[src/rtl/onion_pwm_fade_sched_pkg.sv]
// Shared definitions for the ONION PWM fade scheduler: word offsets,
// register field positions and the per-channel FSM encoding.
package onion_pwm_fade_sched_pkg;

  localparam int NUM_CH = 3;

  // Word offsets, compared against WBs_ADR_i[9:2]
  localparam logic [7:0] OFF_CFG0     = 8'h00;
  localparam logic [7:0] OFF_CFG1     = 8'h01;
  localparam logic [7:0] OFF_CFG2     = 8'h02;
  localparam logic [7:0] OFF_STATUS   = 8'h03;
  localparam logic [7:0] OFF_PRESCALE = 8'h04;
  localparam logic [7:0] OFF_CUR0     = 8'h05;
  localparam logic [7:0] OFF_CUR1     = 8'h06;
  localparam logic [7:0] OFF_CUR2     = 8'h07;

  // Field positions
  localparam int CFG_STEP_LSB = 8;
  localparam int CFG_IVL_LSB  = 16;
  localparam int CFG_GO_BIT   = 31;
  localparam int ST_DONE_LSB  = 8;
  localparam int ST_IRQEN_LSB = 16;

  typedef enum logic [1:0] {
    S_IDLE = 2'd0,
    S_RUN  = 2'd1,
    S_STEP = 2'd2
  } fade_state_e;

  // Byte-lane merge of a write into an existing 32-bit register image
  function automatic logic [31:0] merge_be(input logic [31:0] old_v,
                                           input logic [31:0] new_v,
                                           input logic [3:0]  be);
    logic [31:0] r;
    for (int b = 0; b < 4; b++)
      r[8*b +: 8] = be[b] ? new_v[8*b +: 8] : old_v[8*b +: 8];
    return r;
  endfunction

endpackage

[src/rtl/onion_pwm_fade_sched_channel.sv]
// One fade channel: latches target/step/interval on GO and walks the
// current duty toward the target, one step per (interval+1) ticks.
module onion_fade_channel
  import onion_pwm_fade_sched_pkg::*;
#(
  parameter int RES = 8,
  parameter int IVB = 12
) (
  input  logic           clk,
  input  logic           rst_n,
  input  logic           tick,
  input  logic           go,
  input  logic           cur_wr,
  input  logic [RES-1:0] cur_data,
  input  logic [RES-1:0] target,
  input  logic [7:0]     step,
  input  logic [IVB-1:0] interval,
  output logic [RES-1:0] cur,
  output logic           busy,
  output logic           done_pulse
);

  // Wide enough for an 8-bit step on top of an 8-bit duty without wrap
  localparam int AW = 9;

  fade_state_e    state;
  logic [RES-1:0] tgt_l;
  logic [7:0]     step_l;
  logic [IVB-1:0] ivl_l, cnt;
  logic [AW-1:0]  cur_x, tgt_x, stp_x, sum_x, dif_x, nxt_x;
  logic [RES-1:0] cur_nxt;

  // Saturating move toward the latched target; never overshoots
  always_comb begin
    cur_x = AW'(cur);
    tgt_x = AW'(tgt_l);
    stp_x = AW'(step_l);
    sum_x = cur_x + stp_x;
    dif_x = cur_x - stp_x;
    if (cur_x < tgt_x)
      nxt_x = (sum_x >= tgt_x) ? tgt_x : sum_x;
    else
      nxt_x = ((stp_x > cur_x) || (dif_x <= tgt_x)) ? tgt_x : dif_x;
    cur_nxt = nxt_x[RES-1:0];
  end

  // Completion strobe lands on the same edge that drops busy (or, for a
  // GO that is already on target, the edge that accepts the GO)
  assign done_pulse = ~cur_wr & (
                        (go & (state == S_IDLE) & (cur == target)) |
                        (~go & (state == S_STEP) & (cur_nxt == tgt_l)));

  // Fade FSM; a CUR write beats GO, GO beats the running fade. STEP also
  // counts ticks so the step spacing stays exactly interval+1 ticks.
  always_ff @(posedge clk or negedge rst_n) begin
    if (!rst_n) begin
      state  <= S_IDLE;
      cur    <= '0;
      busy   <= 1'b0;
      tgt_l  <= '0;
      step_l <= '0;
      ivl_l  <= '0;
      cnt    <= '0;
    end else if (cur_wr) begin
      cur   <= cur_data;
      state <= S_IDLE;
      busy  <= 1'b0;
    end else if (go) begin
      tgt_l  <= target;
      step_l <= (step == 8'd0) ? 8'd1 : step;
      ivl_l  <= interval;
      cnt    <= interval;
      if ((state == S_IDLE) && (cur == target)) begin
        state <= S_IDLE;
        busy  <= 1'b0;
      end else begin
        state <= S_RUN;
        busy  <= 1'b1;
      end
    end else begin
      case (state)
        S_RUN: begin
          if (tick) begin
            if (cnt == '0) begin
              state <= S_STEP;
              cnt   <= ivl_l;
            end else begin
              cnt <= cnt - 1'b1;
            end
          end
        end
        S_STEP: begin
          cur <= cur_nxt;
          if (cur_nxt == tgt_l) begin
            state <= S_IDLE;
            busy  <= 1'b0;
          end else if (tick && (cnt == '0)) begin
            state <= S_STEP;
            cnt   <= ivl_l;
          end else begin
            state <= S_RUN;
            if (tick) cnt <= cnt - 1'b1;
          end
        end
        default: state <= S_IDLE;
      endcase
    end
  end

endmodule

[src/rtl/onion_pwm_fade_sched.sv]
// Wishbone fade scheduler for the three ONION_PWM duty inputs: bus decode,
// shared prescaler, STATUS/IRQ, and three fade channels.
module onion_pwm_fade_sched
  import onion_pwm_fade_sched_pkg::*;
#(
  parameter int          PWM_RESOLUTION_BITS = 8,
  parameter int          INTERVAL_BITS       = 12,
  parameter logic [31:0] DEFAULT_REG_VALUE   = 32'hDEF_FAB_AC
) (
  input  logic                               WBs_CLK_i,
  input  logic                               WBs_RST_n_i,
  input  logic [16:0]                        WBs_ADR_i,
  input  logic                               WBs_CYC_i,
  input  logic                               WBs_STB_i,
  input  logic                               WBs_WE_i,
  input  logic [3:0]                         WBs_BYTE_STB_i,
  input  logic [31:0]                        WBs_DAT_i,
  output logic [31:0]                        WBs_DAT_o,
  output logic                               WBs_ACK_o,
  output logic [3*PWM_RESOLUTION_BITS-1:0]   DUTY_o,
  output logic [2:0]                         BUSY_o,
  output logic                               FADE_IRQ_o
);

  localparam int RES = PWM_RESOLUTION_BITS;
  localparam int IVB = INTERVAL_BITS;

  logic        ack, ack_nxt, wr, tick, st_we, pre_we, irq_r;
  logic [7:0]  off;
  logic [NUM_CH-1:0][RES-1:0] tgt_r, cur_w;
  logic [NUM_CH-1:0][7:0]     step_r;
  logic [NUM_CH-1:0][IVB-1:0] ivl_r;
  logic [NUM_CH-1:0][31:0]    cfg_old, cfg_new;
  logic [NUM_CH-1:0]          cfg_we, go, cur_we, busy_w, done_w;
  logic [2:0]  done_r, irq_en_r, done_nxt, irq_en_nxt, clr;
  logic [15:0] pre_r, pcnt, pre_new;
  logic [31:0] pre_word, rd;
  logic        unused;

  // Bus decode and next-state terms for the CSRs
  always_comb begin
    ack_nxt = WBs_CYC_i & WBs_STB_i & ~ack;
    wr      = ack_nxt & WBs_WE_i;
    off     = WBs_ADR_i[9:2];
    st_we   = wr && (off == OFF_STATUS);
    pre_we  = wr && (off == OFF_PRESCALE);
    for (int i = 0; i < NUM_CH; i++) begin
      cfg_old[i] = '0;
      cfg_old[i][RES-1:0]                = tgt_r[i];
      cfg_old[i][CFG_STEP_LSB +: 8]      = step_r[i];
      cfg_old[i][CFG_IVL_LSB +: IVB]     = ivl_r[i];
      cfg_new[i] = merge_be(cfg_old[i], WBs_DAT_i, WBs_BYTE_STB_i);
      cfg_we[i]  = wr && (off == OFF_CFG0 + 8'(i));
      go[i]      = cfg_we[i] & WBs_BYTE_STB_i[3] & WBs_DAT_i[CFG_GO_BIT];
      cur_we[i]  = wr && (off == OFF_CUR0 + 8'(i)) && WBs_BYTE_STB_i[0];
    end
    pre_word   = merge_be({16'h0, pre_r}, WBs_DAT_i, WBs_BYTE_STB_i);
    pre_new    = pre_word[15:0];
    clr        = (st_we & WBs_BYTE_STB_i[1]) ? WBs_DAT_i[ST_DONE_LSB +: 3] : 3'b000;
    irq_en_nxt = (st_we & WBs_BYTE_STB_i[2]) ? WBs_DAT_i[ST_IRQEN_LSB +: 3] : irq_en_r;
    // a completion in the same cycle as its W1C keeps the bit set
    done_nxt   = (done_r & ~clr) | done_w;
    tick       = (pcnt == 16'd0);
  end

  // Registered bus ack, CSRs, prescaler and the interrupt
  always_ff @(posedge WBs_CLK_i or negedge WBs_RST_n_i) begin
    if (!WBs_RST_n_i) begin
      ack      <= 1'b0;
      tgt_r    <= '0;
      step_r   <= '0;
      ivl_r    <= '0;
      done_r   <= '0;
      irq_en_r <= '0;
      irq_r    <= 1'b0;
      pre_r    <= '0;
      pcnt     <= '0;
    end else begin
      ack <= ack_nxt;
      for (int i = 0; i < NUM_CH; i++) begin
        if (cfg_we[i]) begin
          tgt_r[i]  <= cfg_new[i][RES-1:0];
          step_r[i] <= cfg_new[i][CFG_STEP_LSB +: 8];
          ivl_r[i]  <= cfg_new[i][CFG_IVL_LSB +: IVB];
        end
      end
      done_r   <= done_nxt;
      irq_en_r <= irq_en_nxt;
      irq_r    <= |(done_nxt & irq_en_nxt);
      if (pre_we) begin
        pre_r <= pre_new;
        pcnt  <= pre_new;
      end else if (tick) begin
        pcnt <= pre_r;
      end else begin
        pcnt <= pcnt - 16'd1;
      end
    end
  end

  // Combinational read mux
  always_comb begin
    rd = DEFAULT_REG_VALUE;
    case (off)
      OFF_CFG0:     rd = {busy_w[0], cfg_old[0][30:0]};
      OFF_CFG1:     rd = {busy_w[1], cfg_old[1][30:0]};
      OFF_CFG2:     rd = {busy_w[2], cfg_old[2][30:0]};
      OFF_STATUS:   rd = {13'd0, irq_en_r, 5'd0, done_r, 5'd0, busy_w};
      OFF_PRESCALE: rd = {16'd0, pre_r};
      OFF_CUR0:     rd = 32'(cur_w[0]);
      OFF_CUR1:     rd = 32'(cur_w[1]);
      OFF_CUR2:     rd = 32'(cur_w[2]);
      default:      rd = DEFAULT_REG_VALUE;
    endcase
  end

  for (genvar g = 0; g < NUM_CH; g++) begin : gen_ch
    onion_fade_channel #(.RES(RES), .IVB(IVB)) u_ch (
      .clk        (WBs_CLK_i),
      .rst_n      (WBs_RST_n_i),
      .tick       (tick),
      .go         (go[g]),
      .cur_wr     (cur_we[g]),
      .cur_data   (WBs_DAT_i[RES-1:0]),
      .target     (cfg_new[g][RES-1:0]),
      .step       (cfg_new[g][CFG_STEP_LSB +: 8]),
      .interval   (cfg_new[g][CFG_IVL_LSB +: IVB]),
      .cur        (cur_w[g]),
      .busy       (busy_w[g]),
      .done_pulse (done_w[g])
    );
  end

  assign WBs_DAT_o  = rd;
  assign WBs_ACK_o  = ack;
  assign DUTY_o     = cur_w;
  assign BUSY_o     = busy_w;
  assign FADE_IRQ_o = irq_r;
  assign unused     = ^{WBs_ADR_i[16:10], WBs_ADR_i[1:0], WBs_DAT_i, cfg_new, pre_word[31:16]};

endmodule

[config.mk]
export PLATFORM = sky130hd
export DESIGN_NAME = onion_pwm_fade_sched
export DESIGN_NICKNAME = d
export VERILOG_FILES = /design/src/rtl/onion_pwm_fade_sched_pkg.sv /design/src/rtl/onion_pwm_fade_sched_channel.sv /design/src/rtl/onion_pwm_fade_sched.sv
export SDC_FILE = /design/constraint.sdc
export NUM_CORES = 1
export LEC_CHECK = 0
export CORE_MARGIN = 8
export CORE_UTILIZATION = 60
export CTS_BUF_LIST = sky130_fd_sc_hd__clkbuf_4 sky130_fd_sc_hd__clkbuf_8
export CTS_CLUSTER_DIAMETER = 30
export DETAILED_ROUTE_END_ITERATION = 10
export GPL_TIMING_DRIVEN = 0
export PLACE_DENSITY = 0.84
export SLEW_MARGIN = 20
export SYNTH_ARGS = -nofsm -noshare
export SYNTH_HDL_FRONTEND = slang
export SYNTH_SLANG_ARGS = --single-unit
[constraint.sdc]
create_clock -name WBs_CLK_i -period 6.8 [get_ports WBs_CLK_i]
set_clock_uncertainty 0.05 [all_clocks]
set_input_delay 1.36 -clock WBs_CLK_i [delete_from_list [all_inputs] [get_ports WBs_CLK_i]]
set_output_delay 1.36 -clock WBs_CLK_i [all_outputs]
set_load 0.05 [all_outputs]
==> metrics.txt <==
HP Class reg2reg; clock latency on the worst-skew pair 590 ps; Max VDD drop 0.246 mV; sequential area share after synthesis 36.2%; post-route ant nets 0; Hold Path Stages 1; Post-Syn Nets 2386; post-synthesis simple-gate area fraction 16.6%; critical path fanouts, max 10; die width 195 um; Critical Path AT 5240 ps; Root Buffer clkbuf_8; CTS tree built; cell area after synthesis 19200 um^2; vias in the first global route 17700; first-pass GRT wire length 98500 um; YS warnings 0; io pins 119; row count 65; Distinct cells, synth 92; slowest stage delay, CP 840 ps; Final setup viols 0; Max Slew Vio Count 0; most common cell after layout, fill and taps aside dfrtp_1; worst r2r src gen_ch[1].u_ch.cur[0]; CP cell instances clkdlybuf4s50_1, nor3_1, and2_1, clkinv_1, nor2_1, and2_1, clkbuf_1, clkbuf_2, a22oi_1, nand3_1, clkdlybuf4s50_1; Worst slew margin 36.0%; combinational share of power 13.9%; fmax 150 MHz; RSZ-0062 raised after global routing false; clock slew at reported path FFs 60 ps; CP Launch Type primary input; fin crit period 6650 ps; worst flop-to-flop path endpoint gen_ch[1].u_ch.cnt[1]; Final Cycle Share 97.9%; final wirelength 63600 um; Initial Utilization 60.9%; Hold Vio Cnt, Final 0; mux cell area share after synthesis 8.43%; dpl hpwl 47900 um; share of cells above drive strength 1 11.1%; critical path capture point type output pin; Worst Hold Endpoint WBs_ACK_o; vias 18200; antenna violations before repair 3; die height 195 um; RD Place Congestion 0.972; Hold Startpoint WBs_ACK_o; area grow syn2layout 14.7%; postcts setup bufs 0; port buffer count 89; WL per Instance 22.8 um; number of synthesized flops with an enable pin 0; most frequent cells in the layout dfrtp_1 (277), nand2_1 (241), nor2_1 (193); worst path required time 5390 ps; Core ar. 31500 um^2; synthesized flop and latch total 277; CTS HTree Levels 2; largest net degree at the start of global routing 103; asr flop ratio synth 100%; syn_area_per_cell 8.76 um^2; Total GRT Usage 32.3%; TritonCTS buffer count 57; setup TNS 0 ps; Via density 6.54; max-cap violation count 0; clk buf depth 3; critical path depth 11; PwrDens 203 nW/um^2; synthesized-area fraction occupied by adder cells 9.31%; status completed; Worst R2R Path Depth 21; complex-gate fraction of the synthesized area 19.1%; switching power 1.25 mW; Tightest Pin Transition 951 ps; leakage dissipation 10.1 nW; Placed Area 20600 um^2; Congestion Overflow GR 0; Crit Path Category in2out; largest family of logic cells by synthesized area compound AO/OA/AOI/OAI gates; clock network power share 45.4%; ys flop type dfrtp_1; Pint 3.21 mW; fin area 22000 um^2; R2R setup slack 1160 ps; Switching Share 28.0%; DRT iter0 DRCs 1996; Critical Path Slowest Stage Cell clkdlybuf4s50_1; post-CTS sizing 0; Pre-antenna DRT Iters 7; drt drc 0; WP buf/inv 5; Largest delay share family, worst path buffers and inverters; xor and xnor fraction of the mapped netlist area 5.11%; Mapped Cells 2189; Sequential Power Share 40.7%; Final nets 2536; DIE AREA 37900 um^2; CTS Hold Buffers Added 0; clock sink total 277
## sequential cells by signal, indices dropped and copies added, names as in the netlist, 3 cells and up
signal	cells
done_r	3
pcnt	16
irq_en_r	3
gen_ch.u_ch.ivl_l	36
pre_r	16
gen_ch.u_ch.cnt	36
gen_ch.u_ch.state	6
gen_ch.u_ch.cur	24
gen_ch.u_ch.step_l	24
gen_ch.u_ch.busy	3
cfg_old	84
gen_ch.u_ch.tgt_l	24
## power by group through the flow
stage / registers [mW] / logic, mW / clock network [mW]
3_3_place_gp: 1.84 / 0.577 / 0
4_1_cts: 1.81 / 0.611 / 2.03
5_1_grt: 1.82 / 0.674 / 2.12
2_1_floorplan: 1.82 / 0.411 / 0
3_5_place_dp: 1.84 / 0.603 / 0
6_report: 1.81 / 0.620 / 2.03
## layout make-up
class	instances	area, um^2
multi-input cells	1657	11300
fillers	2433	9480
flip-flops and latches	277	6930
clock buffers	75	970
repair buffers	91	951
inverters	140	526
well taps	402	503
plain buffers	115	490
clock inverters	27	368
diodes	1	2.50
## stage by stage
step / total power [mW] / util, % / setup slack [ps] / hold slack [ps] / cells
after floorplan: 2.23 / - / 1910 / 396 / 2189
after global placement: 2.41 / 65.3 / -7370 / 368 / 2680
after detailed placement: 2.44 / 65.6 / 136 / 376 / 2682
after CTS: 4.45 / 69.8 / 123 / 383 / 2784
after global routing: 4.61 / 69.9 / 52.1 / 407 / 2785
final: 4.46 / 69.9 / 145 / 387 / 2785
## worst max path at each step
stage                       startpoint                 endpoint
after floorplan           WBs_ADR_i[5]            WBs_DAT_o[24]
after global placement     WBs_RST_n_i  gen_ch[2].u_ch.tgt_l[6]
after detailed placement  WBs_ADR_i[5]             WBs_DAT_o[5]
after CTS                 WBs_ADR_i[5]             WBs_DAT_o[5]
after global routing      WBs_ADR_i[5]            WBs_DAT_o[16]
final                     WBs_ADR_i[5]             WBs_DAT_o[5]
## layer usage
layer	vias to the layer above	part of all wire [%]	GRT usage (%)
met4	4	4.9	14.5
met5	-	0.072	0
met2	1108	46	52.5
met3	240	9.6	6.81
met1	8750	40	41.2
li1	8098	-	-
## cells by family after synthesis
kind of cell,Yosys count
simple gates,694
compound gates,564
flops,277
buf+inv,255
mux,148
fa+ha+maj,139
xor+xnor,111
other cells,1
## cell usage after synthesis, types with 12 or more instances
master,count,area (um^2)
buf_2,12,60.1
mux2_2,107,1200
xor2_1,36,315
o21a_1,15,113
inv_1,139,522
a22oi_1,42,315
and3_1,14,87.6
nand2b_1,30,188
o211ai_1,15,113
nor4_1,21,131
a31oi_1,26,163
xnor2_1,74,648
a21oi_1,134,671
nand2_1,241,905
o22ai_1,27,169
a21o_1,18,135
ha_1,133,1660
and2_1,13,81.3
a211oi_1,14,105
nor3_1,62,310
nand4_1,21,131
dfrtp_1,277,6930
mux2i_1,41,410
o21ai_0,147,736
nor2_1,193,724
clkbuf_1,85,319
nor2b_1,20,125
nand3_1,37,185
Power figures use the tool's default switching activity.
